==> config.mk <==
export PLATFORM = sky130hd
export DESIGN_NAME = instr_encoder_loader_flat
export DESIGN_NICKNAME = d
export VERILOG_FILES = /design/src/rtl/instr_encoder_loader_if.sv /design/src/rtl/instr_encoder_loader.sv /design/src/flat_wrapper.sv
export SDC_FILE = /design/constraint.sdc
export NUM_CORES = 1
export LEC_CHECK = 0
export ABC_CLOCK_PERIOD_IN_PS = 1600
export CORE_UTILIZATION = 47
export CTS_BUF_LIST = sky130_fd_sc_hd__clkbuf_8
export DETAILED_ROUTE_END_ITERATION = 10
export PLACE_DENSITY = 0.82
export SLEW_MARGIN = 20
export SYNTH_ARGS = -nofsm -noshare
export SYNTH_HDL_FRONTEND = slang
export SYNTH_SLANG_ARGS = --single-unit
==> constraint.sdc <==
create_clock -name clk_i -period 1.6 [get_ports clk_i]
set_input_delay 0.32 -clock clk_i [delete_from_list [all_inputs] [get_ports clk_i]]
set_output_delay 0.32 -clock clk_i [all_outputs]
set_load 0.005 [all_outputs]
==> src/rtl/instr_encoder_loader_if.sv <==
// Request and imem-write bundle for instr_encoder_loader.
//  slave  : the loader (takes requests, drives ready and the imem write port)
//  master : whoever feeds symbolic instructions and observes the write port
//  Request : req_valid_i, req_ready_o, req_class_i, alu_fn_i, rd_i, rs1_i, rs2_i, imm_i
//  Write   : we_o, waddr_o, wdata_o
interface instr_encoder_loader_if #(
  parameter int unsigned ADDR_W = 10
);
  logic              req_valid_i;
  logic              req_ready_o;
  logic [2:0]        req_class_i;
  logic [3:0]        alu_fn_i;
  logic [4:0]        rd_i;
  logic [4:0]        rs1_i;
  logic [4:0]        rs2_i;
  logic [12:0]       imm_i;
  logic              we_o;
  logic [ADDR_W-1:0] waddr_o;
  logic [31:0]       wdata_o;

  modport slave (
    input  req_valid_i, req_class_i, alu_fn_i, rd_i, rs1_i, rs2_i, imm_i,
    output req_ready_o, we_o, waddr_o, wdata_o
  );

  modport master (
    output req_valid_i, req_class_i, alu_fn_i, rd_i, rs1_i, rs2_i, imm_i,
    input  req_ready_o, we_o, waddr_o, wdata_o
  );
endinterface

==> src/rtl/instr_encoder_loader.sv <==
// Encodes symbolic instructions (class, regs, immediate, ALU function) into RV64I words
// and streams them into the instruction-memory write port at consecutive word addresses.
//  clk_i     : clock, rising edge
//  rst_i     : asynchronous active-low reset
//  start_i   : open a load session (accepted in IDLE/DONE)
//  finish_i  : close the session early
//  bus       : request channel and imem write port (see instr_encoder_loader_if)
//  count_o   : words written this session
//  done_o    : session closed
//  err_o     : sticky, illegal class seen this session
module instr_encoder_loader #(
  parameter int unsigned ADDR_W    = 10,
  parameter int unsigned BASE_ADDR = 0,
  parameter int unsigned DEPTH     = 256,
  localparam int unsigned CntW     = $clog2(DEPTH + 1)
) (
  input  logic                         clk_i,
  input  logic                         rst_i,
  input  logic                         start_i,
  input  logic                         finish_i,
  instr_encoder_loader_if.slave        bus,
  output logic [CntW-1:0]              count_o,
  output logic                         done_o,
  output logic                         err_o
);

  localparam logic [ADDR_W-1:0] BaseAddr = ADDR_W'(BASE_ADDR);
  localparam logic [CntW-1:0]   DepthCnt = CntW'(DEPTH);
  localparam logic [CntW-1:0]   LastCnt  = CntW'(DEPTH - 1);

  typedef enum logic [1:0] {StIdle, StLoad, StDone} state_e;

  state_e            stateQ, stateD;
  logic              weQ, weD;
  logic [ADDR_W-1:0] waddrQ, waddrD;
  logic [31:0]       wdataQ, wdataD;
  logic [ADDR_W-1:0] ptrQ, ptrD;
  logic [CntW-1:0]   countQ, countD;
  logic              errQ, errD;

  logic        reqReady;
  logic        handshake;
  logic        legalClass;
  logic        startOk;
  logic [31:0] encWord;

  // Encoder: symbolic request -> RV64I word
  always_comb begin
    logic [12:0] imm;
    imm     = bus.imm_i;
    encWord = 32'h0;
    unique case (bus.req_class_i)
      3'd0: encWord = {bus.alu_fn_i[3] ? 7'h20 : 7'h00, bus.rs2_i, bus.rs1_i,
                       bus.alu_fn_i[2:0], bus.rd_i, 7'b0110011};
      3'd1: encWord = {imm[11:0], bus.rs1_i, 3'b011, bus.rd_i, 7'b0000011};
      3'd2: encWord = {imm[11:5], bus.rs2_i, bus.rs1_i, 3'b011, imm[4:0], 7'b0100011};
      3'd3: encWord = {imm[12], imm[10:5], bus.rs2_i, bus.rs1_i, 3'b000, imm[4:1], imm[11],
                       7'b1100011};
      3'd4: encWord = {imm[11:0], bus.rs1_i, 3'b000, bus.rd_i, 7'b0010011};
      3'd5: encWord = {imm[11:0], bus.rs1_i, 3'b010, bus.rd_i, 7'b0010011};
      default: encWord = 32'h0;
    endcase
  end

  assign legalClass = (bus.req_class_i <= 3'd5);
  assign handshake  = bus.req_valid_i & reqReady;
  assign startOk    = start_i & (stateQ != StLoad);

  // FSM: state register
  always_ff @(posedge clk_i or negedge rst_i) begin
    if (!rst_i) begin
      stateQ <= StIdle;
    end else begin
      stateQ <= stateD;
    end
  end

  // FSM: next state
  always_comb begin
    stateD = stateQ;
    unique case (stateQ)
      StIdle: if (start_i) stateD = StLoad;
      StLoad: begin
        // An illegal request never advances the count, so it cannot close the session
        if (finish_i || (handshake && legalClass && (countQ == LastCnt))) stateD = StDone;
      end
      StDone: if (start_i) stateD = StLoad;
      default: stateD = StIdle;
    endcase
  end

  // FSM: outputs
  always_comb begin
    reqReady = 1'b0;
    done_o   = 1'b0;
    unique case (stateQ)
      StLoad:  reqReady = (countQ < DepthCnt);
      StDone:  done_o   = 1'b1;
      default: ;
    endcase
  end

  // Datapath next state
  always_comb begin
    weD    = 1'b0;
    waddrD = waddrQ;
    wdataD = wdataQ;
    ptrD   = ptrQ;
    countD = countQ;
    errD   = errQ;
    if (startOk) begin
      ptrD   = BaseAddr;
      countD = '0;
      errD   = 1'b0;
    end else if (handshake) begin
      if (legalClass) begin
        weD    = 1'b1;
        waddrD = ptrQ;
        wdataD = encWord;
        ptrD   = ptrQ + ADDR_W'(4);
        countD = countQ + CntW'(1);
      end else begin
        errD = 1'b1;
      end
    end
  end

  always_ff @(posedge clk_i or negedge rst_i) begin
    if (!rst_i) begin
      weQ    <= 1'b0;
      waddrQ <= BaseAddr;
      wdataQ <= 32'h0;
      ptrQ   <= BaseAddr;
      countQ <= '0;
      errQ   <= 1'b0;
    end else begin
      weQ    <= weD;
      waddrQ <= waddrD;
      wdataQ <= wdataD;
      ptrQ   <= ptrD;
      countQ <= countD;
      errQ   <= errD;
    end
  end

  assign bus.req_ready_o = reqReady;
  assign bus.we_o        = weQ;
  assign bus.waddr_o     = waddrQ;
  assign bus.wdata_o     = wdataQ;
  assign count_o         = countQ;
  assign err_o           = errQ;

endmodule

==> src/flat_wrapper.sv <==
// flat-port wrapper written by rule: the top's interface ports become plain ports
module instr_encoder_loader_flat 
#(
  parameter int unsigned ADDR_W    = 10,
  parameter int unsigned BASE_ADDR = 0,
  parameter int unsigned DEPTH     = 256,
  localparam int unsigned CntW     = $clog2(DEPTH + 1)
)
  (clk_i, rst_i, start_i, finish_i, count_o, done_o, err_o, bus_req_valid_i, bus_req_class_i, bus_alu_fn_i, bus_rd_i, bus_rs1_i, bus_rs2_i, bus_imm_i, bus_req_ready_o, bus_we_o, bus_waddr_o, bus_wdata_o);
  instr_encoder_loader_if #(.ADDR_W(ADDR_W)) bus_i ();
  input  logic clk_i;
  input  logic rst_i;
  input  logic start_i;
  input  logic finish_i;
  output logic [CntW-1:0] count_o;
  output logic done_o;
  output logic err_o;
  input wire logic [$bits(bus_i.req_valid_i)-1:0] bus_req_valid_i;
  input wire logic [$bits(bus_i.req_class_i)-1:0] bus_req_class_i;
  input wire logic [$bits(bus_i.alu_fn_i)-1:0] bus_alu_fn_i;
  input wire logic [$bits(bus_i.rd_i)-1:0] bus_rd_i;
  input wire logic [$bits(bus_i.rs1_i)-1:0] bus_rs1_i;
  input wire logic [$bits(bus_i.rs2_i)-1:0] bus_rs2_i;
  input wire logic [$bits(bus_i.imm_i)-1:0] bus_imm_i;
  output wire logic [$bits(bus_i.req_ready_o)-1:0] bus_req_ready_o;
  output wire logic [$bits(bus_i.we_o)-1:0] bus_we_o;
  output wire logic [$bits(bus_i.waddr_o)-1:0] bus_waddr_o;
  output wire logic [$bits(bus_i.wdata_o)-1:0] bus_wdata_o;
  assign bus_i.req_valid_i = bus_req_valid_i;
  assign bus_i.req_class_i = bus_req_class_i;
  assign bus_i.alu_fn_i = bus_alu_fn_i;
  assign bus_i.rd_i = bus_rd_i;
  assign bus_i.rs1_i = bus_rs1_i;
  assign bus_i.rs2_i = bus_rs2_i;
  assign bus_i.imm_i = bus_imm_i;
  assign bus_req_ready_o = bus_i.req_ready_o;
  assign bus_we_o = bus_i.we_o;
  assign bus_waddr_o = bus_i.waddr_o;
  assign bus_wdata_o = bus_i.wdata_o;
  instr_encoder_loader #(.ADDR_W(ADDR_W), .BASE_ADDR(BASE_ADDR), .DEPTH(DEPTH)) u_core (.clk_i(clk_i), .rst_i(rst_i), .start_i(start_i), .finish_i(finish_i), .bus(bus_i), .count_o(count_o), .done_o(done_o), .err_o(err_o));
endmodule
==> flow_metrics.py, run 1 <==
metrics = {
    "outcome": {
        "status": "finished with violations",
        "violations": "negative setup slack",
    },
    "timing": {
        "final_max_slew_viol_count": 0,
        "clock.fmax_mhz": 623,
        "finalClockSkew_ps": 9.06,
        "setup_slack_ps": -4.85,
        "rsz0062_at_grt": "true",
        "hold_viol_final": 0,
        "post-route-period-util_pct": 100,
        "min_period_ps": 1600,
        "setup_viol": 1,
    },
    "power": {
        "ir_worst_vdd_uv": 883,
        "p_leak_nw": 2.00,
        "p_per_area_nw_per_um2": 1280,
    },
    "finish": {
        "diodes": 0,
        "multi_input_area_sq_um": 1240,
        "num-fill-cells": 379,
        "drive_gt1_share_pct": 18.6,
        "utilization_pct": 76.7,
        "fin_nets": 457,
        "seq_area_sq_um": 1460,
        "area_delta_synth_final_pct": 54.6,
    },
    "critical_path": {
        "end_kind": "flip-flop",
        "cp_cell_sequence": "buf_6, and4bb_2, nand2b_4, inv_8, and3_1, a221o_1",
        "critical_path_required_ps": 1810,
        "worstSetupPathType": "reg2reg",
        "cp-start-kind": "flip-flop",
        "slowest_delay_ps": 420,
        "critPathSlowestCell": "dfrtp_1",
        "crit_path_start": "u_core.stateQ[0]",
        "critPathMaxFanout": 9,
        "critPathBufInv": 2,
        "critPathTopFamily": "simple AND/OR/NAND/NOR gates",
        "r2r_start": "u_core.stateQ[0]",
        "arrival_ps": 1820,
    },
    "synth": {
        "syn_avg_cell_area_sq_um": 9.63,
        "post-synth-top-area-cell": "dfrtp_1",
        "syn_inst": 289,
        "synthTopCellsByArea": "dfrtp_1, nand2_1, nand3_1",
        "ys_warn_count": 0,
        "synth.distinct_cells": 45,
        "ys_seq_area_share_pct": 52.2,
        "synthArstFlopShare_pct": 100,
        "ys.flop_type": "dfrtp_1",
        "synth.ff_latch_count": 58,
        "synth_top_area_share_pct": 52.2,
        "synth_area_sq_um": 2780,
        "synth_edf_count": 0,
    },
    "detailed_routing": {
        "antenna_left": 0,
        "via_per_inst": 5.44,
        "firstDrtPassIters": 4,
        "wl_mm": 7.99,
        "drt_iter0_drc": 157,
        "drc": 0,
        "avgRoutedWirePerCell_um": 16.3,
        "vias": 2673,
    },
    "global_routing": {
        "grt_antenna_before_repair": 0,
        "grt_pass1_vias": 2576,
        "grt_max_degree": 59,
        "grt_overflow": 0,
        "grt_pass1_wl_mm": 12.3,
        "gr-usage-all-layers_pct": 26.2,
    },
    "clocking": {
        "cts.clk_slew.worst_paths_ps": 70,
        "cts_tree": "done",
        "htreeDepth": 3,
        "ctsRootBufferMaster": "clkbuf_8",
        "clk_latency_ps": 340,
        "cts_buffers": 9,
        "clock_sinks": 58,
        "clk_path_buf_depth": 2,
    },
    "flow_run": {
        "maxCapViolCount": 0,
    },
    "placed_design": {
        "place_hpwl_mm": 5.30,
        "io_buffers": 90,
        "place_congestion": 0.836,
        "post-place-ws_ps": -361,
    },
    "die": {
        "rows": 27,
        "start_util_pct": 49.6,
        "die_area_sq_um": 6230,
        "core-area_sq_um": 5610,
        "die_w_um": 78.9,
        "die_height_um": 78.9,
        "io_pins": 95,
    },
    "worst_hold_path": {
        "worstHoldStart": "u_core.bus.wdata_o[15]",
        "hold_class": "reg2reg",
    },
}
==> stage by stage <==
stage          setup TNS [ps]  hold WS (ps)  std cells  instance area (sq um)  power (W)
2_1_floorplan               0          24.4        292                   2790    0.00275
3_3_place_gp           -12090           346        462                   3900    0.00386
3_5_place_dp           -14080           351        462                   3900    0.00391
4_1_cts                     0           478        487                   4190    0.00544
5_1_grt                  -237           497        491                   4300    0.00576
6_report                -4.85           473        491                   4300    0.00550
==> kinds of logic (layout without fill, tap and decap cells) <==
group                    count (synthesis)  in the layout  share of synthesized area (%)
AO/OA/AOI/OAI                           55             55                           13.0
multiplexers                             6              6                           2.20
flip-flops                              58             58                           52.2
XOR/XNOR                                 5              5                           1.57
buffers and inverters                   27            153                           5.89
other                                    1              4                          0.135
adder cells (fa/ha/maj)                  3              3                           1.35
AND/OR/NAND/NOR                        134            135                           23.7
==> worst paths after layout <==
path,slack [ps],end,cells past startpoint
setup / recovery,-5,u_core.bus.wdata_o[21],6
setup reg to reg,-5,u_core.bus.wdata_o[21],6
hold / removal,470,u_core.bus.wdata_o[15],2
hold reg to reg,470,u_core.bus.wdata_o[15],2
max in group asynchronous,790,u_core.count_o[4],3
min in group asynchronous,530,u_core.bus.wdata_o[25],3
==> final cells by class <==
cell class	count	share of cell area (%)
Sequential cell	58	33.8
Timing Repair Buffer	133	29.5
Multi-Input combinational cell	208	28.9
Clock buffer	10	3.20
Tap cell	72	2.09
Clock inverter	6	1.89
Inverter	4	0.523
==> synthesized netlist by cell type (all sizes together), types with 5 or more instances <==
| library cell | instances |
|---|---|
| nand3 | 17 |
| dfrtp | 58 |
| nor2b | 7 |
| a221o | 6 |
| and3 | 6 |
| nand2 | 57 |
| nor2 | 22 |
| o21ai | 14 |
| or3 | 5 |
| o22ai | 10 |
| a21oi | 12 |
| mux2i | 5 |
| buf | 19 |
==> what timing repair did <==
| item | CTS | global route |
|---|---|---|
| hold endpoints to repair | 4 | 0 |
| gates cloned | 0 | 1 |
| setup buffers | 8 | 3 |
| setup endpoints to repair | 10 | 24 |
| pin swaps | 0 | 5 |
| hold buffers | 1 | 0 |
| gates resized for setup | 9 | 23 |
==> power by group <==
| group | internal (W) | total [W] | switching, W |
|---|---|---|---|
| sequential | 0.00186 | 0.00212 | 0.000260 |
| combinational | 0.00115 | 0.00187 | 0.000715 |
| clock | 0.000908 | 0.00151 | 0.000606 |
==> routing by layer <==
metal / GRT usage, % / vias up / share of wire (%)
met5: 0 / - / 0
met4: 11.3 / 0 / 1.5
met3: 4.14 / 10 / 5.0
met2: 43.0 / 91 / 52
met1: 34.3 / 1321 / 41
li1: - / 1251 / -
==> worst register-to-register path: stages (launching register included) <==
cell and delay, ps:
dfrtp_1 420, buf_6 130, and4bb_2 250, nand2b_4 150
inv_8 60, and3_1 190, a221o_1 290
==> sequential cells by signal, summed over array words and instances, names as in the netlist <==
| name | flops |
|---|---|
| u_core.bus.wdata_o | 29 |
| u_core.count_o | 9 |
| u_core.bus.waddr_o | 8 |
| u_core.ptrQ | 8 |
| u_core.stateQ | 2 |
| u_core.bus.we_o | 1 |
| u_core.err_o | 1 |
==> placed cells by master (no fill, tap or decap), drive strengths merged, types with 3 or more instances in the layout <==
cell | Yosys | routed
dfrtp | 58 | 58
o22ai | 10 | 10
xnor2 | 4 | 4
clkdlybuf4s50 | 0 | 83
inv | 4 | 5
conb | 1 | 4
dlymetal6s2s | 0 | 3
or3 | 5 | 5
a221o | 6 | 6
o21ai | 14 | 14
nand4 | 3 | 3
nand2 | 57 | 57
clkbuf | 4 | 10
a31oi | 4 | 4
nor2 | 22 | 22
nor2b | 7 | 7
nor4 | 3 | 3
nand3 | 17 | 17
ha | 3 | 3
mux2i | 5 | 5
a21oi | 12 | 12
nand2b | 4 | 4
and3 | 6 | 6
buf | 19 | 44
Power figures use the tool's default switching activity.
==> inputs of run 2 (changes only) <==
CORE_UTILIZATION = 37   (was 47)
PLACE_DENSITY = 0.67   (was 0.82)
TNS_END_PERCENT = 30   (was not set)
==> run 2 against run 1 <==
- the flow still finishes with violations (negative setup slack)
- global-route usage fell by 5.5 points
- routed wire length fell by 3.5%
- sequential power barely moved
- fmax fell by 0.51%
- largest power group unchanged
- critical endpoint is now u_core.bus.wdata_o[20]
- via count fell by 3.3%
==> flow_metrics.py, run 2 (synthesis gave the netlist of run 1 again) <==
metrics = {
    "outcome": {
        "status": "finished with violations",
        "violations": "negative setup slack",
    },
    "global_routing": {
        "grt_overflow": 0,
        "grt_pass1_vias": 2468,
        "grt_max_degree": 59,
        "gr-usage-all-layers_pct": 20.7,
        "grt_pass1_wl_mm": 12.1,
        "grt_antenna_before_repair": 0,
    },
    "finish": {
        "diodes": 0,
        "fin_nets": 460,
        "area_delta_synth_final_pct": 55.8,
        "num-fill-cells": 620,
        "final_common_cell": "clkdlybuf4s50_1",
        "largest_reg_flops": 29,
        "fin_cells": 520,
        "final_area_sq_um": 4340,
        "drive_gt1_share_pct": 18.3,
        "mostFrequentLayoutCells": "clkdlybuf4s50_1, nand2_1, dfrtp_1",
    },
    "power": {
        "p_per_area_nw_per_um2": 1240,
        "ir_worst_vdd_uv": 748,
        "p_leak_nw": 2.10,
    },
    "timing": {
        "rsz0062_at_grt": "true",
        "finalClockSkew_ps": 8.73,
        "setup_tns_ps": -19.5,
        "final_max_slew_viol_count": 0,
        "clock.fmax_mhz": 620,
        "post-route-period-util_pct": 101,
        "hold_viol_final": 0,
        "min_period_ps": 1610,
        "setup_slack_ps": -13.1,
        "setup_viol": 3,
    },
    "detailed_routing": {
        "avgRoutedWirePerCell_um": 14.8,
        "vias": 2584,
        "drc": 0,
        "drt_iter0_drc": 167,
        "via_per_inst": 4.97,
        "firstDrtPassIters": 4,
        "wl_mm": 7.71,
        "antenna_left": 0,
    },
    "clocking": {
        "clk_path_buf_depth": 2,
        "clock_sinks": 58,
        "cts_tree": "done",
        "ctsRootBufferMaster": "clkbuf_8",
        "cts.clk_slew.worst_paths_ps": 70,
        "cts_buffers": 9,
        "clk_latency_ps": 340,
        "htreeDepth": 3,
    },
    "critical_path": {
        "critPathSlowestCell": "dfrtp_1",
        "slowest_delay_ps": 390,
        "critical_path_required_ps": 1810,
        "cp_cell_sequence": "buf_6, and4bb_2, nand2b_4, buf_4, a221o_1",
        "worstSetupPathType": "reg2reg",
        "end_kind": "flip-flop",
        "cp-start-kind": "flip-flop",
        "rrSetupSlack_ps": -10,
        "r2r-end": "u_core.bus.wdata_o[20]",
        "reg2regPathDepth": 5,
        "critPathMaxFanout": 6,
        "r2r_start": "u_core.stateQ[1]",
        "arrival_ps": 1830,
    },
    "die": {
        "core-area_sq_um": 7250,
        "start_util_pct": 38.4,
        "die_height_um": 88.7,
        "io_pins": 95,
        "die_w_um": 88.7,
        "die_area_sq_um": 7870,
        "rows": 31,
    },
    "placed_design": {
        "place_congestion": 0.895,
        "place_area_sq_um": 3980,
        "io_buffers": 90,
        "place_hpwl_mm": 5.39,
        "post-place-ws_ps": -328,
        "dp_cells": 496,
    },
    "worst_hold_path": {
        "hold_class": "reg2reg",
        "worstHoldEndpoint": "u_core.bus.wdata_o[5]",
        "hold_depth": 1,
        "worstHoldStart": "u_core.bus.wdata_o[5]",
    },
    "flow_run": {
        "maxCapViolCount": 0,
    },
}
run 2: how the worst max path moves through the flow:
stage,depth (start not counted),end,from
after floorplan,6,u_core.ptrQ[9],u_core.count_o[8]
after global placement,5,u_core.bus.wdata_o[20],bus_req_class_i[0]
after detailed placement,7,u_core.bus.wdata_o[12],bus_req_valid_i
after CTS,3,bus_req_ready_o,u_core.stateQ[0]
after global routing,7,u_core.bus.wdata_o[20],u_core.stateQ[0]
final,5,u_core.bus.wdata_o[20],u_core.stateQ[1]
run 2: per-stage QoR:
step / power [W] / utilization (%) / hold slack (ps)
6_report: 0.00536 / 59.8 / 474
3_5_place_dp: 0.00391 / 54.8 / 351
3_3_place_gp: 0.00389 / 54.8 / 350
4_1_cts: 0.00534 / 58.0 / 480
2_1_floorplan: 0.00275 / - / 24.4
5_1_grt: 0.00567 / 59.8 / 496
run 2: what timing repair did:
item | CTS | global route
hold buffers | 1 | 0
pin swaps | 0 | 4
gates resized for setup | 11 | 28
hold endpoints to repair | 58 | 0
cloned | 0 | 1
buffers inserted | 2 | 5
setup endpoints to repair | 8 | 55
run 2: power by group:
| group | switching (W) | internal, W | leakage [nW] |
|---|---|---|---|
| sequential | 0.000262 | 0.00186 | 0.745 |
| clock | 0.000565 | 0.000830 | 0.110 |
| combinational | 0.000690 | 0.00116 | 1.24 |
| total | 0.00152 | 0.00384 | 2.10 |
run 2: area by class of cell:
cell class                      instances  area, sq um  share of cell area (%)
Clock buffer                           12          165                    3.81
Inverter                                4         20.0                   0.462
Clock inverter                          3         38.8                   0.894
Timing Repair Buffer                  136         1310                    30.1
Multi-Input combinational cell        208         1230                    28.3
Tap cell                               99          124                    2.86
Sequential cell                        58         1460                    33.6
run 2: per-layer routing:
layer  part of all wire (%)  vias up  wire, um  track usage [%]
li1                       -     1263         -                -
met5                      0        -         0                0
met3                    5.6       14       431             5.97
met4                    1.7        0       129             7.18
met1                     44     1229      3410             26.7
met2                     49       78      3740             33.2
run 2: critical path: cells and delay by family, from the launching register on:
kind	cells	cell delay (ps)
AO/OA/AOI/OAI	1	350
buffers and inverters	2	300
flip-flops	1	390
AND/OR/NAND/NOR	2	450
==> inputs of run 3 (changes only) <==
CAP_MARGIN = 10   (was not set)
MAX_ROUTING_LAYER = met4   (was not set)
SLEW_MARGIN = 40   (was 20)
==> run 3 against run 2 <==
- the flow still finishes with violations (negative setup slack)
- critical path depth unchanged
- clock power about the same
- core utilization increased by 0.069 points
- die area unchanged
- global-route usage increased by 0.75 points
- cell area increased by 0.12%
- combinational power about the same
- largest cell class unchanged
- highest routed layer unchanged
==> flow_metrics.py, run 3 (synthesis gave the netlist of run 1 again) <==
metrics = {
    "global_routing": {
        "use_met2_pct": 33.2,
        "use_met3_pct": 6.16,
        "use_met1_pct": 27.0,
        "grt_pass1_wl_mm": 12.1,
        "gr-usage-all-layers_pct": 21.4,
        "grt_antenna_before_repair": 0,
        "grt_pass1_vias": 2471,
        "grt_overflow": 0,
        "grt_busiest_layer": "met2",
        "grt_max_degree": 59,
    },
    "timing": {
        "post-route-period-util_pct": 101,
        "setup_slack_ps": -15.2,
        "finalClockSkew_ps": 9.58,
        "final_max_slew_viol_count": 0,
        "hold_viol_final": 0,
        "min_period_ps": 1620,
        "setup_viol": 2,
        "rsz0062_at_grt": "true",
        "clock.fmax_mhz": 619,
        "setup_tns_ps": -15.3,
    },
    "clocking": {
        "cts_buffers": 9,
        "clock_sinks": 58,
        "htreeDepth": 3,
        "cts.clk_slew.worst_paths_ps": 70,
        "clk_path_buf_depth": 2,
        "cts_tree": "done",
        "ctsRootBufferMaster": "clkbuf_8",
        "clk_latency_ps": 340,
    },
    "placed_design": {
        "place_hpwl_mm": 5.39,
        "place_congestion": 0.910,
        "place_area_sq_um": 3980,
        "io_buffers": 90,
    },
    "die": {
        "die_w_um": 88.7,
        "die_height_um": 88.7,
        "io_pins": 95,
        "start_util_pct": 38.4,
        "rows": 31,
        "die_area_sq_um": 7870,
        "core-area_sq_um": 7250,
    },
    "critical_path": {
        "worstSetupPathType": "reg2reg",
        "arrival_ps": 1830,
        "r2r-end": "u_core.bus.wdata_o[20]",
        "crit_end": "u_core.bus.wdata_o[20]",
        "critical_path_required_ps": 1810,
        "cp-start-kind": "flip-flop",
        "rrSetupSlack_ps": -20,
        "crit_path_start": "u_core.stateQ[1]",
        "critPathMaxFanout": 6,
        "end_kind": "flip-flop",
        "reg2regPathDepth": 5,
        "r2r_start": "u_core.stateQ[1]",
    },
    "finish": {
        "diodes": 0,
        "area_delta_synth_final_pct": 56.0,
        "final_area_sq_um": 4340,
        "utilization_pct": 59.9,
        "largest_reg_flops": 29,
        "fin_nets": 461,
        "mostFrequentLayoutCells": "clkdlybuf4s50_1, nand2_1, dfrtp_1",
        "drive_gt1_share_pct": 19.0,
        "final_common_cell": "clkdlybuf4s50_1",
    },
    "detailed_routing": {
        "via_per_inst": 4.96,
        "firstDrtPassIters": 4,
        "drc": 0,
        "avgRoutedWirePerCell_um": 14.9,
        "drt_iter0_drc": 179,
        "vias": 2583,
        "antenna_left": 0,
        "wl_mm": 7.78,
    },
    "power": {
        "p_leak_nw": 2.10,
        "p_per_area_nw_per_um2": 1240,
        "total_power_w": 0.00537,
        "ir_worst_vdd_uv": 751,
    },
    "worst_hold_path": {
        "hold_depth": 1,
        "hold_class": "reg2reg",
    },
    "outcome": {
        "violations": "negative setup slack",
        "status": "finished with violations",
    },
    "flow_run": {
        "maxCapViolCount": 0,
    },
}
## run 3: final cells by class
type | instances | area [sq um]
fill | 619 | 2910
sequential | 58 | 1460
timing repair buffer | 137 | 1310
multi-input combinational | 208 | 1230
clock buffer | 12 | 165
tap | 99 | 124
clock inverter | 3 | 38.8
inverter | 4 | 20.0
## run 3: worst min-delay path by stage
| stage | from | end | slack (ps) |
|---|---|---|---|
| after detailed placement | rst_i | u_core.bus.wdata_o[28] | 350 |
| final | u_core.bus.wdata_o[5] | u_core.bus.wdata_o[5] | 470 |
| after global placement | rst_i | u_core.bus.wdata_o[28] | 350 |
| after global routing | u_core.bus.wdata_o[31] | u_core.bus.wdata_o[31] | 500 |
| after CTS | u_core.bus.waddr_o[4] | u_core.bus.waddr_o[4] | 480 |
| after floorplan | rst_i | u_core.bus.waddr_o[2] | 20 |
## run 3: stage by stage
stage	hold WS, ps	instances	worst slack, ps
after CTS	480	514	-35.2
after detailed placement	351	496	-328
after global routing	496	521	-68.6
after floorplan	24.4	292	63.4
after global placement	350	496	-290
final	474	521	-15.2
## run 3: metal layers
| layer | vias up | wire length, um | share of wire, % |
|---|---|---|---|
| met2 | 87 | 3760 | 48 |
| met3 | 13 | 446 | 5.7 |
| li1 | 1262 | - | - |
| met4 | 0 | 140 | 1.8 |
| met5 | - | 0 | 0 |
| met1 | 1221 | 3440 | 44 |
## run 3: repair_timing
item	in CTS	in global routing
gates resized for setup	11	30
hold buffers	1	0
pin swaps	0	4
gates cloned	0	1
setup buffers	2	6
hold endpoints to repair	58	0
setup endpoints to repair	8	55
## run 3: power by group
part | internal, W | switching [W] | total [W] | leakage [nW]
clock | 0.000830 | 0.000563 | 0.00139 | 0.110
sequential | 0.00186 | 0.000263 | 0.00212 | 0.745
combinational | 0.00116 | 0.000698 | 0.00186 | 1.24
## run 3: critical path, cell delays in order, from the launching register on
cell and delay [ps]:
dfrtp_1 390, buf_6 130, and4bb_2 340, nand2b_4 110
buf_4 170, a221o_1 350
